File: src/rtl/mem_wb_register.sv
// MEM/WB pipeline register: captures memory-stage results and writeback control,
// with stall/flush and a retired-instruction counter. Define MEM_WB_SUBWORD_LOAD_EN
// to enable big-endian byte/halfword load alignment and extension.
module mem_wb_register #(
  parameter int unsigned COUNT_WIDTH = 32
) (
  input  logic                   clk,
  input  logic                   reset,
  input  logic                   EX_MEM_valid,
  input  logic                   EX_MEM_register_write,
  input  logic                   EX_MEM_memory_to_register,
  input  logic [4:0]             EX_MEM_write_register,
  input  logic [31:0]            EX_MEM_alu_result,
  input  logic [1:0]             EX_MEM_load_size,
  input  logic                   EX_MEM_load_unsigned,
  input  logic [31:0]            memory_read_data,
  input  logic                   stall,
  input  logic                   flush,
  output logic                   MEM_WB_valid,
  output logic                   MEM_WB_register_write,
  output logic                   MEM_WB_memory_to_register,
  output logic [4:0]             MEM_WB_write_register,
  output logic [31:0]            MEM_WB_alu_result,
  output logic [31:0]            MEM_WB_read_data,
  output logic [COUNT_WIDTH-1:0] retired_count
);

  logic                   valid_q, valid_d;
  logic                   reg_write_q, reg_write_d;
  logic                   mem_to_reg_q, mem_to_reg_d;
  logic [4:0]             write_reg_q, write_reg_d;
  logic [31:0]            alu_result_q, alu_result_d;
  logic [31:0]            read_data_q, read_data_d;
  logic [COUNT_WIDTH-1:0] count_q, count_d;
  logic [31:0]            aligned_data;

`ifdef MEM_WB_SUBWORD_LOAD_EN
  logic [7:0]  byte_sel;
  logic [15:0] half_sel;

  always_comb begin
    unique case (EX_MEM_alu_result[1:0])
      2'd0:    byte_sel = memory_read_data[31:24];
      2'd1:    byte_sel = memory_read_data[23:16];
      2'd2:    byte_sel = memory_read_data[15:8];
      default: byte_sel = memory_read_data[7:0];
    endcase
    // offset[0] is ignored for halfwords: no misalignment trap
    half_sel = EX_MEM_alu_result[1] ? memory_read_data[15:0] : memory_read_data[31:16];

    unique case (EX_MEM_load_size)
      2'b01:   aligned_data = {{16{half_sel[15] & ~EX_MEM_load_unsigned}}, half_sel};
      2'b10:   aligned_data = {{24{byte_sel[7] & ~EX_MEM_load_unsigned}}, byte_sel};
      default: aligned_data = memory_read_data;
    endcase
  end
`else
  logic unused_load_ctrl;
  assign unused_load_ctrl = ^{EX_MEM_load_size, EX_MEM_load_unsigned};
  assign aligned_data     = memory_read_data;
`endif

  // Priority: flush > stall > capture; reset is applied in the register process.
  always_comb begin
    valid_d      = valid_q;
    reg_write_d  = reg_write_q;
    mem_to_reg_d = mem_to_reg_q;
    write_reg_d  = write_reg_q;
    alu_result_d = alu_result_q;
    read_data_d  = read_data_q;
    count_d      = count_q;
    if (flush) begin
      valid_d      = 1'b0;
      reg_write_d  = 1'b0;
      mem_to_reg_d = 1'b0;
      write_reg_d  = 5'd0;
      alu_result_d = 32'd0;
      read_data_d  = 32'd0;
    end else if (!stall) begin
      valid_d      = EX_MEM_valid;
      reg_write_d  = EX_MEM_register_write & EX_MEM_valid & (EX_MEM_write_register != 5'd0);
      mem_to_reg_d = EX_MEM_memory_to_register & EX_MEM_valid;
      write_reg_d  = EX_MEM_write_register;
      alu_result_d = EX_MEM_alu_result;
      read_data_d  = aligned_data;
      if (EX_MEM_valid) begin
        count_d = count_q + COUNT_WIDTH'(1);
      end
    end
  end

  always_ff @(posedge clk) begin
    if (reset) begin
      valid_q      <= 1'b0;
      reg_write_q  <= 1'b0;
      mem_to_reg_q <= 1'b0;
      write_reg_q  <= 5'd0;
      alu_result_q <= 32'd0;
      read_data_q  <= 32'd0;
      count_q      <= '0;
    end else begin
      valid_q      <= valid_d;
      reg_write_q  <= reg_write_d;
      mem_to_reg_q <= mem_to_reg_d;
      write_reg_q  <= write_reg_d;
      alu_result_q <= alu_result_d;
      read_data_q  <= read_data_d;
      count_q      <= count_d;
    end
  end

  assign MEM_WB_valid              = valid_q;
  assign MEM_WB_register_write     = reg_write_q;
  assign MEM_WB_memory_to_register = mem_to_reg_q;
  assign MEM_WB_write_register     = write_reg_q;
  assign MEM_WB_alu_result         = alu_result_q;
  assign MEM_WB_read_data          = read_data_q;
  assign retired_count             = count_q;

endmodule
File: config.mk
export PLATFORM = sky130hd
export DESIGN_NAME = mem_wb_register
export DESIGN_NICKNAME = d
export VERILOG_FILES = /design/src/rtl/mem_wb_register.sv
export SDC_FILE = /design/constraint.sdc
export NUM_CORES = 1
export LEC_CHECK = 0
export ABC_AREA = 1
export CAP_MARGIN = 20
export CELL_PAD_IN_SITES_DETAIL_PLACEMENT = 1
export CELL_PAD_IN_SITES_GLOBAL_PLACEMENT = 1
export CORE_MARGIN = 1
export CORE_UTILIZATION = 29
export DETAILED_ROUTE_END_ITERATION = 10
export PLACE_DENSITY = 0.9
export SLEW_MARGIN = 40
export SYNTH_ARGS = -nofsm -noshare
export SYNTH_HDL_FRONTEND = slang
export SYNTH_SLANG_ARGS = --single-unit
File: constraint.sdc
create_clock -name clk -period 2.2 [get_ports clk]
set_clock_uncertainty 0.15 [all_clocks]
set_input_delay 0.33 -clock clk [delete_from_list [all_inputs] [get_ports clk]]
set_output_delay 0.33 -clock clk [all_outputs]
set_load 0.01 [all_outputs]
# Word level (Yosys, flattened, before mapping)
# Index checks and enable logic that the tools add are counted.
[op_classes]
addsub = 1
reduce_logical = 3
bitwise = 5
[ops]
columns = ["cell", "n"]
rows = [
  ["32-bit by 1-bit adder with 32-bit output (second input constant)", 1],
  ["5-bit nonzero test", 1],
  ["1-bit AND", 3],
  ["3-bit AND reduction", 1],
  ["1-bit inverter", 2],
  ["2-bit OR reduction", 1],
]
[word_totals]
output_inout_bits = 104
in_bits = 79
regBits = 104

# Logic depth before layout (Yosys ltp)
# Gate-level depths: netlist (run 1).
[logic_depth]
ltp_word = 2
ltp_mapped = 11

# Worst setup path after synthesis (run 1)
# OpenSTA, ideal clock, no wires.
[synth_path]
path_kind = "register to register"
from = "register count_q[0] (netlist: retired_count[0])"
to = "register count_q[14] (netlist: retired_count[14])"
stages_incl_launch_ff = 9
path_buffers = 0
period_less_slack_ns = 1.617
setup_ns = 0.116
t_arrival_ns = 1.352
path_slack_ns = 0.583
path_cell_list = "dfxtp_1 > ha_1 > inv_1 > nor2_2 > nand3_2 > nor2_4 > nand2_1 > o21ai_0 > nor2_1"
[synth_via]
elab_chain_cells = 1
[synth_lines]
columns = ["item", "line", "rtl"]
rows = [
  ["start: declaration", "34", "logic [COUNT_WIDTH-1:0] count_q, count_d;"],
  ["start signal: assignment", "108", "count_q <= count_d;"],
  ["32-bit by 1-bit adder with 32-bit output", "87", "count_d = count_q + COUNT_WIDTH'(1);"],
]
# Every way passes these cells.
# A chain may end at the register's enable or synchronous reset.

# Final worst setup path (run 1)
[layout_path]
from = "register count_q[20] (netlist: retired_count[20])"
to = "output port retired_count[20]"
[layout_rtl]
columns = ["item", "line", "rtl"]
rows = [
  ["end: declaration", "25", "output logic [COUNT_WIDTH-1:0] retired_count"],
]
# No word-level cell between the ends.

==> impl_results.md, run 1 <==
- Final min period: roughly 1.9 ns
- CP top delay family: buffers and inverters
- Largest area contributor in the synthesized netlist: dfxtp_1
- Initial antenna violation count: 0
- Worst Path Max Fanout: 6
- Initial Util: between 20% and 30%
- Mapped Area: 4190 sq um
- Max_cap viols: 0
- Worst-path clk slew: roughly 0.07 ns
- Layout cell share with drive strength beyond 1: approximately 5.0%
- Fill cells: 1743
- H-tree levels: 3
- Pin count of the biggest net entering global routing: 70
- Worst R2R Start: retired_count[1]
- DRC: 0
- Dpl ws: roughly 0.14 ns
- CP arrival: approximately 1.4 ns
- DRT iter0 DRCs: 220
- Clock latency on the worst-skew pair: roughly 0.35 ns
- Max clock buf depth: 2
- Endpoints failing setup: 0
- IO buf count: approximately 180
- Critical R2R Capture: retired_count[14]
- N_diodes: 0
- Share of the synthesized area in the top cell type: roughly half
- Die width: about 120 um
- Final Hold Fails: 0
- Drt wl/cell: 14.8 um
- # resized after CTS: 0
- Fmax: around 530 MHz
- Synth-to-Final Area Change: 53.6%
- Postcts setup bufs: 0
- Post-route insts no fill: 939
- CTS Root Cell: clkbuf_16
- Worst R2R Setup Slack: 0.35 ns
- Worst r2r path cells: 8
- DIE HEIGHT: 122 um
- Pwr Total: 3.94 mW
- Hold worst-path end: MEM_WB_read_data[24]
- Vias per cell: between 4 and 5
- First-pass GRT wire length: approximately 21000 um
- Seq/Total Area, Yosys: around half
- Pwr/cell area: 612 nW/um^2
- Crit path buf inv count: 1
- Tot GR Track Use: 18.4%
- RSZ-0062 raised after global routing: no
- Fin nets: 834
- CP Data Required Time: ~1.7 ns
- Core area: between 10000 and 15000 sq um
- TNS Setup: 0 ns
- Status: finished, final reports clean
- Remaining antenna violation count: 0
- Inst Count DP: ~920
- Post-CTS Hold Buffers: 0
- Hold Crit Depth: 4
- Die area: about 15000 sq um
- Detailed-route wire length: 13900 um
- Period utilization: between 80 and 90%
- Hold Path Class: in -> reg
- CTS tree: done
- Synth cell types: 26
- Worst-margin pin slew: just over 0.7 ns
- RePlAce Congestion: 0.754
- Critical Path Source: retired_count[20]
- P_leak: roughly 2.4 nW
- Worst hold start: stall
- Via count: between 4000 and 5000
- Num CTS Buffers: 9
- Slowest cell on crit path: clkdlybuf4s50_1
- Syn_area_per_cell: between 7 and 8 sq um
- Worst Slack Setup Final: roughly 0.32 ns
- #FFs+latches synth: 104
- Clk sinks: about 100
- CP Capture Type: output pin
- CP max stage delay: 0.59 ns
- Rows: 43
- Final Slew Violations: 0
- Top post-synthesis cells by area: dfxtp_1 (50%), nand2_1 (18%), a21oi_1 (9.7%)
- DP Wirelength: approximately 10000 um
- Crit Path Class: reg -> out
- GRT overflow: 0
- I/O pin count: 183
- Drt first pass iters: 4
- Synthesis Warnings: 0
- Slew headroom: around 53%
- Max VDD drop: roughly 0.00035 V
- Syn Nets: 663
- Vias in the first global route: between 4000 and 5000
- Cell count after synthesis: 583
- Critical path, cell by cell: clkdlybuf4s50_1
- Startpoint types: register
through the flow:
step | hold slack [ns] | instance area (sq um) | utilization [%]
after floorplan | 0.323 | 4190 | -
after global placement | 0.294 | 6150 | 44.0
after detailed placement | 0.300 | 6150 | 44.0
after CTS | 0.157 | 6440 | 46.0
after global routing | 0.172 | 6440 | 46.0
final | 0.160 | 6440 | 46.0
worst max path at each step:
stage / to / cells after the start
after global placement: retired_count[14] / 8
after detailed placement: retired_count[14] / 8
after CTS: retired_count[26] / 1
final: retired_count[20] / 1
after floorplan: retired_count[14] / 8
after global routing: retired_count[14] / 8
sequential cells by signal, summed over array words and instances (netlist names):
| register | cells |
|---|---|
| retired_count | 32 |
| MEM_WB_alu_result | 32 |
| MEM_WB_write_register | 5 |
| MEM_WB_register_write | 1 |
| MEM_WB_memory_to_register | 1 |
| MEM_WB_valid | 1 |
| MEM_WB_read_data | 32 |
tightest hold or removal path, stage by stage:
cell and delay, ns:
buf_2 0.13, inv_6 0.05, nand2_1 0.05, a21oi_1 0.05
placed cells by master, fill, tap and decap left out, types with 2 or more instances in the layout:
cell and count:
nor2_2 6, clkdlybuf4s50_1 178, nand3_1 25, dfxtp_1 104, xor2_1 2, nand2_1 202
nor2_1 55, buf_4 6, o21ai_0 12, a21oi_1 81, nand4_1 9, a211oi_1 3
nor2_4 2, inv_6 4, inv_1 40, clkbuf_16 9, clkinvlp_4 3, nor3_1 6
cells by family after synthesis:
group                    after synthesis  share of synthesized area (%)
buffers and inverters                 67                           6.59
flip-flops                           104                           49.7
adder cells (fa/ha/maj)                1                          0.298
AO/OA/AOI/OAI                         98                           12.0
XOR/XNOR                               2                          0.418
AND/OR/NAND/NOR                      311                           31.0
Yosys cell counts:
cell,count
a211oi_1,3
a21oi_1,81
buf_1,1
buf_2,4
buf_6,2
clkbuf_1,19
dfxtp_1,104
ha_1,1
inv_1,40
inv_6,1
nand2_1,203
nand2_4,1
nand3_1,25
nand3_2,1
nand4_1,9
nor2_1,55
nor2_2,6
nor2_4,2
nor2_8,1
nor3_1,6
nor3b_1,1
nor3b_2,1
o21a_1,1
o21ai_0,12
o21bai_1,1
xor2_1,2
layout make-up:
class | count | area, sq um | share of cell area, %
well taps | 180 | 225 | 3.50
clock buffers | 9 | 225 | 3.50
clock inverters | 7 | 60.1 | 0.933
inverters | 41 | 159 | 2.47
flip-flops and latches | 104 | 2080 | 32.3
repair buffers | 186 | 1850 | 28.8
multi-input cells | 412 | 1840 | 28.5
layer usage:
metal | GRT usage (%) | wire, um | up-vias
met5 | 0 | 0 | -
met4 | 6.71 | 224 | 0
met2 | 33.3 | 6830 | 129
li1 | - | - | 2194
met3 | 3.76 | 873 | 15
met1 | 21.2 | 5990 | 2067
power breakdown:
part,internal [mW],switching [mW]
clock network,0.789,0.779
registers,1.92,0.0228
logic,0.235,0.190
Power figures use the tool's default switching activity.
==> run 2, diff against run 1 <==
--- a/config.mk
+++ b/config.mk
@@ -11,6 +11,7 @@
 export CELL_PAD_IN_SITES_GLOBAL_PLACEMENT = 1
 export CORE_MARGIN = 1
 export CORE_UTILIZATION = 29
+export CTS_CLUSTER_DIAMETER = 40
 export DETAILED_ROUTE_END_ITERATION = 10
 export PLACE_DENSITY = 0.9
 export SLEW_MARGIN = 40
==> results of run 2 <==
Same layout as run 1: the final DEF is identical, and so are final timing and power.
